--- config.mk ---
export PLATFORM = sky130hd
export DESIGN_NAME = rv32v_mem_load_collector
export DESIGN_NICKNAME = d
export VERILOG_FILES = /design/src/rtl/rv32v_mem_load_collector.sv
export SDC_FILE = /design/constraint.sdc
export NUM_CORES = 1
export LEC_CHECK = 0
export ABC_CLOCK_PERIOD_IN_PS = 2500
export BUFFER_PORTS_ARGS = -buffer_cell sky130_fd_sc_hd__buf_2
export CORE_ASPECT_RATIO = 0.5
export CORE_MARGIN = 4
export CORE_UTILIZATION = 40
export DETAILED_ROUTE_END_ITERATION = 16
export GPL_TIMING_DRIVEN = 0
export PLACE_DENSITY = 0.74
export SYNTH_ARGS = -nofsm -noshare
export SYNTH_HDL_FRONTEND = slang
export SYNTH_SLANG_ARGS = --single-unit
--- constraint.sdc ---
create_clock -name CLK -period 2.5 [get_ports CLK]
set_input_delay 0.25 -clock CLK [delete_from_list [all_inputs] [get_ports CLK]]
set_output_delay 0.25 -clock CLK [all_outputs]
set_load 0.01 [all_outputs]
--- src/rtl/rv32v_mem_load_collector.sv ---
// Collects per-lane vector load responses, extracts and zero-extends each element
// by the micro-op's element width, and presents one lane-wide writeback word.
module rv32v_mem_load_collector #(
    parameter int NUM_LANES = 2,
    parameter int LANE_W    = $clog2(NUM_LANES)
) (
    input  logic                      CLK,
    input  logic                      nRST,
    input  logic                      start,
    input  logic [NUM_LANES-1:0]      lane_mask,
    input  logic [1:0]                veew,
    input  logic [4:0]                vuop_num,
    input  logic                      rsp_valid,
    input  logic [LANE_W-1:0]         rsp_lane,
    input  logic [31:0]               rsp_data,
    input  logic [1:0]                rsp_byte_off,
    input  logic                      flush,
    input  logic                      wb_ready,
    output logic                      wb_valid,
    output logic [NUM_LANES*32-1:0]   wb_data,
    output logic [NUM_LANES-1:0]      wb_mask,
    output logic [4:0]                wb_uop_num,
    output logic                      busy,
    output logic                      err
);

    typedef enum logic [1:0] {
        IDLE    = 2'd0,
        COLLECT = 2'd1,
        DONE    = 2'd2
    } state_e;

    // Element extraction; unknown widths (veew=3) fall back to the full word.
    function automatic logic [31:0] extract_elem(input logic [31:0] word,
                                                 input logic [1:0]  off,
                                                 input logic [1:0]  eew);
        logic [31:0] elem;
        elem = 32'd0;
        case (eew)
            2'd0: begin
                case (off)
                    2'd0:    elem = {24'd0, word[7:0]};
                    2'd1:    elem = {24'd0, word[15:8]};
                    2'd2:    elem = {24'd0, word[23:16]};
                    2'd3:    elem = {24'd0, word[31:24]};
                    default: elem = 32'd0;
                endcase
            end
            2'd1: begin
                if (off[1]) begin
                    elem = {16'd0, word[31:16]};
                end else begin
                    elem = {16'd0, word[15:0]};
                end
            end
            default: elem = word;
        endcase
        return elem;
    endfunction

    state_e                    state_q, state_d;
    logic [NUM_LANES-1:0]      mask_q, mask_d;
    logic [NUM_LANES-1:0]      recv_q, recv_d;
    logic [1:0]                veew_q, veew_d;
    logic [4:0]                uop_q, uop_d;
    logic [NUM_LANES*32-1:0]   data_q, data_d;
    logic                      err_q, err_d;
    logic                      wb_valid_q;
    logic                      busy_q;

    logic                      accept_s;
    logic                      err_set_s;
    logic [NUM_LANES-1:0]      lane_bit_s;
    logic [NUM_LANES-1:0]      recv_new_s;
    logic [31:0]               elem_s;

    // Next-state computation: flush dominates, then response capture and start acceptance.
    always_comb begin
        state_d    = state_q;
        mask_d     = mask_q;
        recv_d     = recv_q;
        veew_d     = veew_q;
        uop_d      = uop_q;
        data_d     = data_q;
        err_d      = err_q;
        accept_s   = 1'b0;
        err_set_s  = 1'b0;
        lane_bit_s = {{(NUM_LANES-1){1'b0}}, 1'b1} << rsp_lane;
        recv_new_s = recv_q | lane_bit_s;
        elem_s     = extract_elem(rsp_data, rsp_byte_off, veew_q);

        if (flush) begin
            state_d = IDLE;
            recv_d  = '0;
            data_d  = '0;
            err_d   = 1'b0;
        end else begin
            case (state_q)
                IDLE: begin
                    accept_s  = start;
                    err_set_s = rsp_valid;
                end
                COLLECT: begin
                    err_set_s = start;
                    if (rsp_valid && mask_q[rsp_lane] && !recv_q[rsp_lane]) begin
                        recv_d = recv_new_s;
                        for (int i = 0; i < NUM_LANES; i++) begin
                            if (rsp_lane == LANE_W'(i)) begin
                                data_d[32*i +: 32] = elem_s;
                            end else begin
                                data_d[32*i +: 32] = data_q[32*i +: 32];
                            end
                        end
                        if (recv_new_s == mask_q) begin
                            state_d = DONE;
                        end else begin
                            state_d = COLLECT;
                        end
                    end else if (rsp_valid) begin
                        err_set_s = 1'b1;
                    end else begin
                        state_d = COLLECT;
                    end
                end
                DONE: begin
                    if (wb_ready) begin
                        state_d   = IDLE;
                        accept_s  = start;
                        err_set_s = rsp_valid;
                    end else begin
                        err_set_s = rsp_valid | start;
                    end
                end
                default: state_d = IDLE;
            endcase

            // A fresh micro-op starts from a clean slate; an empty mask needs no responses.
            if (accept_s) begin
                mask_d  = lane_mask;
                veew_d  = veew;
                uop_d   = vuop_num;
                recv_d  = '0;
                data_d  = '0;
                state_d = (lane_mask == '0) ? DONE : COLLECT;
                err_d   = (veew == 2'd3) | err_set_s;
            end else begin
                err_d   = err_q | err_set_s;
            end
        end
    end

    // State and output registers; outputs derive from the next state so they never see inputs combinationally.
    always_ff @(posedge CLK or negedge nRST) begin
        if (!nRST) begin
            state_q    <= IDLE;
            mask_q     <= '0;
            recv_q     <= '0;
            veew_q     <= 2'd0;
            uop_q      <= 5'd0;
            data_q     <= '0;
            err_q      <= 1'b0;
            wb_valid_q <= 1'b0;
            busy_q     <= 1'b0;
        end else begin
            state_q    <= state_d;
            mask_q     <= mask_d;
            recv_q     <= recv_d;
            veew_q     <= veew_d;
            uop_q      <= uop_d;
            data_q     <= data_d;
            err_q      <= err_d;
            wb_valid_q <= (state_d == DONE);
            busy_q     <= (state_d != IDLE);
        end
    end

    assign wb_valid   = wb_valid_q;
    assign wb_data    = data_q;
    assign wb_mask    = mask_q;
    assign wb_uop_num = uop_q;
    assign busy       = busy_q;
    assign err        = err_q;

endmodule

==> impl_results.html, run 1 <==
<table>
<tr><th>Metric</th><th>Value</th></tr>
<tr><th colspan="2">Global route</th></tr>
<tr><td>Antenna violations before repair</td><td>0</td></tr>
<tr><td>Global-route wire length before repair</td><td>17700 um</td></tr>
<tr><td>Via count of the first global-routing pass</td><td>3329</td></tr>
<tr><td>Largest net degree at the start of global routing</td><td>58</td></tr>
<tr><td>All-Layer GR Usage</td><td>20.62%</td></tr>
<tr><td>GR Overflow Total</td><td>0</td></tr>
<tr><th colspan="2">Setup path</th></tr>
<tr><td>Largest fanout of any net on the critical path</td><td>10</td></tr>
<tr><td>Worst EP arrival</td><td>2.16 ns</td></tr>
<tr><td>Launching element type of the critical path</td><td>register</td></tr>
<tr><td>Largest stage delay, worst path</td><td>0.48 ns</td></tr>
<tr><td>Data required time of the critical path</td><td>2.76 ns</td></tr>
<tr><td>Reg-to-reg startpoint</td><td>state_q[0]$_DFF_PN0_</td></tr>
<tr><td>Master of the slowest instance on the critical path</td><td>a21oi_1</td></tr>
<tr><td>Kind of end point of the critical path</td><td>register</td></tr>
<tr><td>Number of cells traversed by the worst register-to-register path</td><td>5</td></tr>
<tr><td>Crit path kind</td><td>register to register</td></tr>
<tr><td>Terminus of the critical flop-to-flop path</td><td>wb_data[43]$_DFFE_PN0P_</td></tr>
<tr><td>Worst reg2reg setup slack</td><td>0.60 ns</td></tr>
<tr><td>Cells traversed along the worst timing path</td><td>nor2b_1 -&gt; a21oi_1 -&gt; clkbuf_1 -&gt; nand2_1 -&gt; o21ai_1</td></tr>
<tr><th colspan="2">Yosys</th></tr>
<tr><td>Post-synthesis share of cell area spent on and, or, nand and nor gates</td><td>18.52%</td></tr>
<tr><td>Sequential area share after synthesis</td><td>53.48%</td></tr>
<tr><td>Most instantiated flip-flop cell in the synthesis netlist</td><td>dfrtp_1</td></tr>
<tr><td>Post-synthesis instance area</td><td>3744 sq um</td></tr>
<tr><td>Share of synthesized cell area in full adder, half adder and majority cells</td><td>0%</td></tr>
<tr><td>Post-synthesis xor/xnor area fraction</td><td>0%</td></tr>
<tr><td>Post-synth ARST share</td><td>100.0%</td></tr>
<tr><td>Compound-Gate Fraction of Synth Area</td><td>18.55%</td></tr>
<tr><td>Combinational family with the most area after synthesis</td><td>compound AO/OA/AOI/OAI gates</td></tr>
<tr><td>Post-synthesis net count</td><td>419</td></tr>
<tr><td>EDFF count, synth</td><td>0</td></tr>
<tr><td>Count of synthesis-stage warnings from yosys</td><td>0</td></tr>
<tr><td>Multiplexer share of the synthesized area</td><td>5.013%</td></tr>
<tr><td>Syn_area_per_cell</td><td>10.15 sq um</td></tr>
<tr><td>Number of cells produced by synthesis</td><td>369</td></tr>
<tr><td>Distinct cell type count after synthesis</td><td>46</td></tr>
<tr><td>Count of state elements after synthesis</td><td>80</td></tr>
<tr><th colspan="2">Detailed routing</th></tr>
<tr><td>Final WL</td><td>11110 um</td></tr>
<tr><td>Iteration-0 DRC Markers</td><td>235</td></tr>
<tr><td>Avg Vias per Cell</td><td>5.390</td></tr>
<tr><td>Routed length per placed instance</td><td>17.69 um</td></tr>
<tr><td>Vias post-DR</td><td>3385</td></tr>
<tr><td>Antenna viol nets, final</td><td>0</td></tr>
<tr><td>Number of detailed-routing iterations run before antenna repair</td><td>5</td></tr>
<tr><td>DRC violations left</td><td>0</td></tr>
<tr><th colspan="2">Floorplanning</th></tr>
<tr><td>Chip Width</td><td>144.8 um</td></tr>
<tr><td>Ports placed on the boundary</td><td>124</td></tr>
<tr><td>Starting density of the core</td><td>41.98%</td></tr>
<tr><td>Number of placement rows</td><td>24</td></tr>
<tr><td>Area enclosed by the die boundary</td><td>11060 sq um</td></tr>
<tr><td>Height of the die</td><td>76.41 um</td></tr>
<tr><td>Core Footprint</td><td>8919 sq um</td></tr>
<tr><th colspan="2">STA</th></tr>
<tr><td>Final Critical Period</td><td>1.901 ns</td></tr>
<tr><td>Max frequency</td><td>0.5259 GHz</td></tr>
<tr><td>Worst clock skew</td><td>0.004945 ns</td></tr>
<tr><td>Aggregate negative setup slack</td><td>0 ns</td></tr>
<tr><td>Final period util</td><td>76.05%</td></tr>
<tr><td>Setup-failing EPs final</td><td>0</td></tr>
<tr><td>Count of endpoints failing hold in the final timing report</td><td>0</td></tr>
<tr><td>Slew HR</td><td>63.88%</td></tr>
<tr><td>Max-slew violation count</td><td>0</td></tr>
<tr><td>Transition time at the pin with the least slew margin</td><td>0.5418 ns</td></tr>
<tr><td>Unrepaired setup endpoints after global routing</td><td>false</td></tr>
<tr><th colspan="2">Clocking</th></tr>
<tr><td>TritonCTS clock tree</td><td>done</td></tr>
<tr><td># hold bufs at CTS</td><td>1</td></tr>
<tr><td>Number of buffers on the longest clock path</td><td>2</td></tr>
<tr><td>H-tree depth</td><td>3</td></tr>
<tr><td>Clock latency of the later-clocked register in the worst-skew pair</td><td>0.34 ns</td></tr>
<tr><td>Root cell of the clock tree</td><td>clkbuf_16</td></tr>
<tr><td>CTS resizes</td><td>0</td></tr>
<tr><td>Clock transition time at the flip-flop clock pins of the worst setup and hold paths</td><td>0.06 ns</td></tr>
<tr><td>Clk sink count</td><td>80</td></tr>
<tr><td>Number of post-CTS setup repair buffers</td><td>0</td></tr>
<tr><td>Number of buffers inserted during clock tree synthesis</td><td>9</td></tr>
<tr><th colspan="2">Worst hold path</th></tr>
<tr><td>Path category of the worst min-delay check</td><td>primary input to register</td></tr>
<tr><td>Capture endpoint of the worst hold path</td><td>wb_uop_num[0]$_DFFE_PN0P_</td></tr>
<tr><td>Worst Hold Launch</td><td>vuop_num[0]</td></tr>
<tr><td>Hold path cells</td><td>2</td></tr>
<tr><th colspan="2">Final layout</th></tr>
<tr><td>Post-synthesis to final-layout area growth</td><td>28.61%</td></tr>
<tr><td>Nets@finish</td><td>555</td></tr>
<tr><td>Proportion of layout cells with a drive suffix above 1</td><td>37.84%</td></tr>
<tr><td>Filler cell count</td><td>805</td></tr>
<tr><td>Finished Layout Cells</td><td>628</td></tr>
<tr><th colspan="2">Placed design</th></tr>
<tr><td>Placed Cells</td><td>610</td></tr>
<tr><td>Final RePlAce weighted congestion</td><td>0.8663</td></tr>
<tr><td>Post-detail-place hpwl</td><td>8353 um</td></tr>
<tr><td>PortBufs</td><td>123</td></tr>
<tr><th colspan="2">Power and ir drop</th></tr>
<tr><td>Leakage power figure</td><td>2.334 nW</td></tr>
<tr><td>Power per cell area</td><td>714.0 nW/um^2</td></tr>
<tr><td>Highest ir drop seen on vdd</td><td>327.5 uV</td></tr>
<tr><th colspan="2">Job</th></tr>
<tr><td>Maximum Capacitance Violations</td><td>0</td></tr>
<tr><th colspan="2">Run status</th></tr>
<tr><td>Result of the run</td><td>complete, no violations</td></tr>
</table>
layer usage:
layer | routed length [um] | GRT usage [%]
met5 | 0 | 0
met4 | 215 | 6.890
met3 | 958 | 6.834
met2 | 5213 | 31.94
met1 | 4722 | 27.11
flip-flops by register name, indices dropped and copies added (netlist names):
signal      cells
err             1
state_q         2
wb_uop_num      5
recv_q          2
busy            1
wb_valid        1
wb_mask         2
veew_q          2
wb_data        64
Yosys cell counts, drive strengths merged (2+ instances only):
cell     instances  share of area (%)
buf             22                3.8
nand3b           3               0.70
mux2            14                4.2
o21ai           32                4.8
o21bai           2               0.40
nand2           46                4.7
clkbuf           5               0.50
a21o             5                1.0
nand3           45                6.7
nor2b            8                1.3
or2              2               0.33
a22o             2               0.47
dfrtp           80                 53
a222oi           4                1.1
nor2            12                1.6
o2bb2ai          3                1.2
nand2b           9                1.5
a221oi           3               0.70
o31ai            3               0.60
a31oi            2               0.33
a21oi           51                6.9
mux2i            3               0.80
nor3b            2               0.53
layout make-up:
type / count / area, sq um / share of cell area, %
Clock inverter: 4 / 20.02 / 0.4158
Tap cell: 117 / 146.4 / 3.041
Multi-Input combinational cell: 261 / 1575 / 32.72
Inverter: 1 / 3.754 / 0.07796
Buffer: 27 / 162.7 / 3.378
Clock buffer: 12 / 246.5 / 5.120
Sequential cell: 80 / 2002 / 41.58
Antenna cell: 1 / 2.502 / 0.05198
Timing Repair Buffer: 125 / 655.6 / 13.62
report_power, final:
group / internal, mW / switching, mW / leakage [nW] / total [mW]
sequential: 1.39 / 0.0684 / 1.09 / 1.46
clock: 0.693 / 0.502 / 0.136 / 1.19
combinational: 0.301 / 0.481 / 1.11 / 0.782
per-stage QoR:
step                      hold WS [ns]  area, sq um  worst slack [ns]  utilization, %  power (mW)
after floorplan               -0.04559         3744            0.9283               -       1.953
after global placement          0.4813         4506            0.5649           50.52       2.243
after detailed placement        0.1765         4536            0.6706           50.86       2.261
after CTS                       0.1429         4812            0.6728           53.96       3.454
after global routing            0.1476         4812            0.5317           53.96       3.634
final                           0.1487         4815            0.5987           53.98       3.438
how the worst max path moves through the flow:
stage | start | end | cells past startpoint
after floorplan | wb_mask[0]$_DFFE_PN0P_ | wb_data[12]$_DFFE_PN0P_ | 6
after global placement | nRST | wb_data[54]$_DFFE_PN0P_ | 1
after detailed placement | flush | wb_data[43]$_DFFE_PN0P_ | 6
after CTS | state_q[0]$_DFF_PN0_ | wb_data[43]$_DFFE_PN0P_ | 5
after global routing | state_q[0]$_DFF_PN0_ | wb_data[42]$_DFFE_PN0P_ | 5
final | state_q[0]$_DFF_PN0_ | wb_data[43]$_DFFE_PN0P_ | 5
placed cells by master, fill, tap and decap left out, drive strengths merged, types with 3 or more instances in the layout:
| master | count |
|---|---|
| nor2b | 8 |
| mux2i | 3 |
| o31ai | 3 |
| a221oi | 3 |
| a21oi | 51 |
| dfrtp | 80 |
| nor2 | 12 |
| o21ai | 32 |
| mux2 | 14 |
| nand2b | 9 |
| a222oi | 4 |
| a21o | 5 |
| clkinv | 4 |
| nand3 | 45 |
| nand2 | 46 |
| clkbuf | 17 |
| o2bb2ai | 3 |
| buf | 146 |
| nand3b | 3 |
logic make-up after synthesis:
| group | Yosys count |
|---|---|
| AO/OA/AOI/OAI | 112 |
| buffers and inverters | 28 |
| flip-flops | 80 |
| multiplexers | 17 |
| AND/OR/NAND/NOR | 132 |
worst max-delay path: cells and delay by family, from the launching register on:
family                 cells  cell delay (ns)
AND/OR/NAND/NOR            2             0.32
flip-flops                 1             0.46
AO/OA/AOI/OAI              2             0.66
buffers and inverters      1             0.39
Note: power is estimated with default switching activity, not from simulation.
==> inputs of run 2 (changes only) <==
--- a/config.mk
+++ b/config.mk
@@ -5,14 +5,15 @@
 export SDC_FILE = /design/constraint.sdc
 export NUM_CORES = 1
 export LEC_CHECK = 0
-export ABC_CLOCK_PERIOD_IN_PS = 2500
+export ABC_AREA = 1
+export ABC_CLOCK_PERIOD_IN_PS = 1900
 export BUFFER_PORTS_ARGS = -buffer_cell sky130_fd_sc_hd__buf_2
 export CORE_ASPECT_RATIO = 0.5
 export CORE_MARGIN = 4
 export CORE_UTILIZATION = 40
 export DETAILED_ROUTE_END_ITERATION = 16
 export GPL_TIMING_DRIVEN = 0
-export PLACE_DENSITY = 0.74
+export PLACE_DENSITY = 0.73
 export SYNTH_ARGS = -nofsm -noshare
 export SYNTH_HDL_FRONTEND = slang
 export SYNTH_SLANG_ARGS = --single-unit
==> constraint.sdc (replaced) <==
create_clock -name CLK -period 1.9 [get_ports CLK]
set_input_delay 0.19 -clock CLK [delete_from_list [all_inputs] [get_ports CLK]]
set_output_delay 0.19 -clock CLK [all_outputs]
set_load 0.01 [all_outputs]
==> run 2 against run 1 <==
Net effect:
- routed wire length increased by 0.36%
- sequential power rose by 26%
- critical path depth grew 3
- clock power grew 38%
- core utilization fell by 1.1 points
- area after synthesis rose by 4.0%
- sequential share of layout area is 1.5 points lower
- die area increased by 3.7%
- power grew 23%
- hold slack got worse by 0.074 ns
- combinational power down 3.1%
- first-iteration DRC count increased by 37%
- highest routed layer unchanged
==> impl_results.html, run 2 <==
<table>
<tr><th>Metric</th><th>Value</th></tr>
<tr><th colspan="2">Detailed routing</th></tr>
<tr><td>Final WL</td><td>11150 um (was 11110 um)</td></tr>
<tr><td>Iteration-0 DRC Markers</td><td>321 (was 235)</td></tr>
<tr><td>Routed length per placed instance</td><td>14.54 um (was 17.69 um)</td></tr>
<tr><td>Avg Vias per Cell</td><td>4.807 (was 5.390)</td></tr>
<tr><td>Number of detailed-routing iterations run before antenna repair</td><td>5 (unchanged)</td></tr>
<tr><td>Vias post-DR</td><td>3687 (was 3385)</td></tr>
<tr><td>DRC violations left</td><td>0 (unchanged)</td></tr>
<tr><td>Antenna viol nets, final</td><td>0 (unchanged)</td></tr>
<tr><th colspan="2">STA</th></tr>
<tr><td>Final Critical Period</td><td>1.672 ns (was 1.901 ns)</td></tr>
<tr><td>Worst clock skew</td><td>0.009200 ns (was 0.004945 ns)</td></tr>
<tr><td>Max-slew violation count</td><td>0 (unchanged)</td></tr>
<tr><td>Count of endpoints failing hold in the final timing report</td><td>0 (unchanged)</td></tr>
<tr><td>Final period util</td><td>88.01% (was 76.05%)</td></tr>
<tr><td>Unrepaired setup endpoints after global routing</td><td>false (unchanged)</td></tr>
<tr><td>Slew HR</td><td>59.26% (was 63.88%)</td></tr>
<tr><td>Setup-failing EPs final</td><td>0 (unchanged)</td></tr>
<tr><td>Transition time at the pin with the least slew margin</td><td>0.6089 ns (was 0.5418 ns)</td></tr>
<tr><td>Max frequency</td><td>0.5980 GHz (was 0.5259 GHz)</td></tr>
<tr><td>Aggregate negative setup slack</td><td>0 ns (unchanged)</td></tr>
<tr><th colspan="2">Setup path</th></tr>
<tr><td>Launching element type of the critical path</td><td>register (unchanged)</td></tr>
<tr><td>Kind of end point of the critical path</td><td>register (unchanged)</td></tr>
<tr><td>Data required time of the critical path</td><td>2.14 ns (was 2.76 ns)</td></tr>
<tr><td>Terminus of the critical flop-to-flop path</td><td>wb_data[15]$_DFFE_PN0P_ (was wb_data[43]$_DFFE_PN0P_)</td></tr>
<tr><td>Worst EP arrival</td><td>1.91 ns (was 2.16 ns)</td></tr>
<tr><td>Largest fanout of any net on the critical path</td><td>10 (unchanged)</td></tr>
<tr><td>Worst reg2reg setup slack</td><td>0.23 ns (was 0.60 ns)</td></tr>
<tr><td>Crit path kind</td><td>register to register (unchanged)</td></tr>
<tr><td>Reg-to-reg startpoint</td><td>veew_q[1]$_DFFE_PN0P_ (was state_q[0]$_DFF_PN0_)</td></tr>
<tr><td>Number of cells traversed by the worst register-to-register path</td><td>8 (was 5)</td></tr>
<tr><th colspan="2">Floorplanning</th></tr>
<tr><td>Core Footprint</td><td>9447 sq um (was 8919 sq um)</td></tr>
<tr><td>Height of the die</td><td>77.76 um (was 76.41 um)</td></tr>
<tr><td>Number of placement rows</td><td>25 (was 24)</td></tr>
<tr><td>Chip Width</td><td>147.5 um (was 144.8 um)</td></tr>
<tr><td>Starting density of the core</td><td>41.21% (was 41.98%)</td></tr>
<tr><td>Area enclosed by the die boundary</td><td>11470 sq um (was 11060 sq um)</td></tr>
<tr><td>Ports placed on the boundary</td><td>124 (unchanged)</td></tr>
<tr><th colspan="2">Final layout</th></tr>
<tr><td>Filler cell count</td><td>941 (was 805)</td></tr>
<tr><td>Sequential cell area</td><td>2002 sq um (unchanged)</td></tr>
<tr><td>Post-synthesis to final-layout area growth</td><td>28.32% (was 28.61%)</td></tr>
<tr><td>ANT cells</td><td>0 (was 1)</td></tr>
<tr><td>Highest-count cells in the layout ignoring fill and taps</td><td>238 x nand2_1, 127 x buf_2, 80 x dfrtp_1, 56 x nand3_1, 24 x inv_1 (was 137 x buf_2, 80 x dfrtp_1, 50 x a21oi_1, 45 x nand2_1, 40 x nand3_1)</td></tr>
<tr><td>Leading cell type in the layout, fill and taps excluded</td><td>nand2_1 (was buf_2)</td></tr>
<tr><td>Area occupied by multi-input gates</td><td>1594 sq um (was 1575 sq um)</td></tr>
<tr><td>Finished Layout Cells</td><td>767 (was 628)</td></tr>
<tr><td>Nets@finish</td><td>677 (was 555)</td></tr>
<tr><td>Proportion of layout cells with a drive suffix above 1</td><td>29.11% (was 37.84%)</td></tr>
<tr><td>Flip-flop count of the largest register after layout</td><td>64 (unchanged)</td></tr>
<tr><th colspan="2">Clocking</th></tr>
<tr><td>Clock latency of the later-clocked register in the worst-skew pair</td><td>0.35 ns (was 0.34 ns)</td></tr>
<tr><td>TritonCTS clock tree</td><td>done (unchanged)</td></tr>
<tr><td>Root cell of the clock tree</td><td>clkbuf_16 (unchanged)</td></tr>
<tr><td>H-tree depth</td><td>3 (unchanged)</td></tr>
<tr><td>Number of buffers inserted during clock tree synthesis</td><td>9 (unchanged)</td></tr>
<tr><td>Clock transition time at the flip-flop clock pins of the worst setup and hold paths</td><td>0.06 ns (about the same)</td></tr>
<tr><td>Clk sink count</td><td>80 (unchanged)</td></tr>
<tr><td>Number of buffers on the longest clock path</td><td>2 (unchanged)</td></tr>
<tr><th colspan="2">Yosys</th></tr>
<tr><td>Count of synthesis-stage warnings from yosys</td><td>0 (unchanged)</td></tr>
<tr><td>Cell type contributing the most total cell area after synthesis</td><td>dfrtp_1 (unchanged)</td></tr>
<tr><td>Number of cells produced by synthesis</td><td>492 (was 369)</td></tr>
<tr><td>Most frequent cells after synthesis</td><td>238 x nand2_1, 80 x dfrtp_1, 56 x nand3_1 (was 80 x dfrtp_1, 50 x a21oi_1, 45 x nand2_1)</td></tr>
<tr><td>Count of state elements after synthesis</td><td>80 (unchanged)</td></tr>
<tr><td>EDFF count, synth</td><td>0 (unchanged)</td></tr>
<tr><td>Most instantiated flip-flop cell in the synthesis netlist</td><td>dfrtp_1 (unchanged)</td></tr>
<tr><td>Largest cells by area after synthesis</td><td>dfrtp_1 51%, nand2_1 23%, nand3_1 7.2%, buf_6 3.2%, inv_1 2.3% (was dfrtp_1 53%, a21oi_1 6.7%, nand3_1 5.3%, nand2_1 4.5%, mux2_2 4.2%)</td></tr>
<tr><td>Post-synthesis instance area</td><td>3892 sq um (was 3744 sq um)</td></tr>
<tr><td>Syn_area_per_cell</td><td>7.912 sq um (was 10.15 sq um)</td></tr>
<tr><td>Sequential area share after synthesis</td><td>51.43% (was 53.48%)</td></tr>
<tr><td>Fraction of post-synthesis cell area in the top cell type by area</td><td>51.43% (was 53.48%)</td></tr>
<tr><td>Distinct cell type count after synthesis</td><td>28 (was 46)</td></tr>
<tr><td>Most frequent cell after synthesis</td><td>nand2_1 (was dfrtp_1)</td></tr>
<tr><td>Post-synthesis net count</td><td>542 (was 419)</td></tr>
<tr><td>Post-synth ARST share</td><td>100.0% (unchanged)</td></tr>
<tr><th colspan="2">Placed design</th></tr>
<tr><td>Post-detail-place hpwl</td><td>8469 um (was 8353 um)</td></tr>
<tr><td>Placed Cells</td><td>750 (was 610)</td></tr>
<tr><td>PortBufs</td><td>122 (was 123)</td></tr>
<tr><td>Final RePlAce weighted congestion</td><td>0.9612 (was 0.8663)</td></tr>
<tr><th colspan="2">Global route</th></tr>
<tr><td>Antenna violations before repair</td><td>0 (unchanged)</td></tr>
<tr><td>Via count of the first global-routing pass</td><td>3706 (was 3329)</td></tr>
<tr><td>All-Layer GR Usage</td><td>20.44% (was 20.62%)</td></tr>
<tr><td>GR Overflow Total</td><td>0 (unchanged)</td></tr>
<tr><td>Global-route wire length before repair</td><td>18420 um (was 17700 um)</td></tr>
<tr><td>Largest net degree at the start of global routing</td><td>72 (was 58)</td></tr>
<tr><th colspan="2">Power and ir drop</th></tr>
<tr><td>Leakage power figure</td><td>3.037 nW (was 2.334 nW)</td></tr>
<tr><td>Power per cell area</td><td>847.6 nW/um^2 (was 714.0 nW/um^2)</td></tr>
<tr><td>Highest ir drop seen on vdd</td><td>471.4 uV (was 327.5 uV)</td></tr>
<tr><th colspan="2">Worst hold path</th></tr>
<tr><td>Capture endpoint of the worst hold path</td><td>wb_uop_num[4]$_DFFE_PN0P_ (was wb_uop_num[0]$_DFFE_PN0P_)</td></tr>
<tr><td>Path category of the worst min-delay check</td><td>primary input to register (unchanged)</td></tr>
<tr><td>Hold path cells</td><td>2 (unchanged)</td></tr>
<tr><td>Worst Hold Launch</td><td>vuop_num[4] (was vuop_num[0])</td></tr>
<tr><th colspan="2">Job</th></tr>
<tr><td>Maximum Capacitance Violations</td><td>0 (unchanged)</td></tr>
<tr><th colspan="2">Run status</th></tr>
<tr><td>Result of the run</td><td>complete, no violations (unchanged)</td></tr>
</table>
[run 2: changes by cell type in the layout (fill, tap and decap cells not counted), moves of 9 or more]
cell / change
a21oi_1: -44
nand2_1: +193
inv_1: +23
nand3_1: +16
nand2b_1: -9
o21ai_0: -13
buf_6: +9
buf_2: -10
[run 2: critical path, stage by stage, from the launching register on]
cell,delay (ns)
dfrtp_1,0.40
inv_1,0.10
clkbuf_1,0.41
nor2_1,0.11
buf_2,0.21
nand2_1,0.08
nand2_1,0.10
nand2_1,0.09
nand2_1,0.05
[run 2: per-layer routing]
metal  vias up  track usage [%]  wire length, um  part of all wire, %
li1       1816                -                -                    -
met1      1683            26.56             4800                   43
met2       158            33.44             5192                   47
met3        30            5.484              856                  7.7
met4         0            6.691              301                  2.7
met5         -                0                0                    0
[run 2: how the worst max path moves through the flow]
stage,from,endpoint,slack [ns],cells past startpoint
6_report,veew_q[1]$_DFFE_PN0P_,wb_data[15]$_DFFE_PN0P_,0.23,8
5_1_grt,veew_q[1]$_DFFE_PN0P_,wb_data[46]$_DFFE_PN0P_,0.10,8
4_1_cts,veew_q[1]$_DFFE_PN0P_,wb_data[47]$_DFFE_PN0P_,0.26,8
3_5_place_dp,veew_q[1]$_DFFE_PN0P_,wb_data[47]$_DFFE_PN0P_,0.28,8
3_3_place_gp,nRST,wb_uop_num[0]$_DFFE_PN0P_,0.04,1
2_1_floorplan,wb_mask[1]$_DFFE_PN0P_,wb_data[0]$_DFFE_PN0P_,0.50,10
[run 2: area by class of cell]
| type | instances | area share [%] |
|---|---|---|
| sequential | 80 | 40.08 |
| multi-input combinational | 359 | 31.91 |
| timing repair buffer | 124 | 13.03 |
| clock buffer | 10 | 4.785 |
| buffer | 20 | 3.382 |
| tap | 135 | 3.382 |
| inverter | 33 | 2.555 |
| clock inverter | 6 | 0.8768 |
[run 2: timing repair]
action | in CTS | in global routing
endpoints found under the hold margin | 80 | 0
gates resized for setup | 0 | 0
hold buffers | 1 | 0
setup buffers | 0 | 0
[run 2: where the power goes]
| group | internal, mW | switching (mW) | total (mW) |
|---|---|---|---|
| clock network | 0.924 | 0.716 | 1.64 |
| registers | 1.79 | 0.0497 | 1.84 |
| logic | 0.268 | 0.490 | 0.758 |
| total | 2.98 | 1.26 | 4.23 |
[run 2: kinds of logic (layout without fill, tap and decap cells)]
| group | count (synthesis) | count (layout) | share of synthesized area, % |
|---|---|---|---|
| buffers and inverters | 53 | 193 | 7.619 |
| flip-flops | 80 | 80 | 51.43 |
| multiplexers | 6 | 6 | 1.736 |
| AO/OA/AOI/OAI | 22 | 22 | 3.150 |
| AND/OR/NAND/NOR | 331 | 331 | 36.07 |
[run 2: per-stage QoR]
| step | power [mW] | cell area [sq um] | worst slack (ns) | hold slack (ns) | util, % |
|---|---|---|---|---|---|
| floorplan | 2.308 | 3892 | 0.5021 | -0.1056 | - |
| global placement | 2.593 | 4672 | 0.03559 | 0.4207 | 49.46 |
| detailed placement | 2.618 | 4702 | 0.2829 | 0.03592 | 49.77 |
| CTS | 4.274 | 4995 | 0.2649 | 0.06490 | 52.87 |
| global route | 4.452 | 4995 | 0.1003 | 0.06924 | 52.87 |
| finish | 4.234 | 4995 | 0.2278 | 0.07472 | 52.87 |
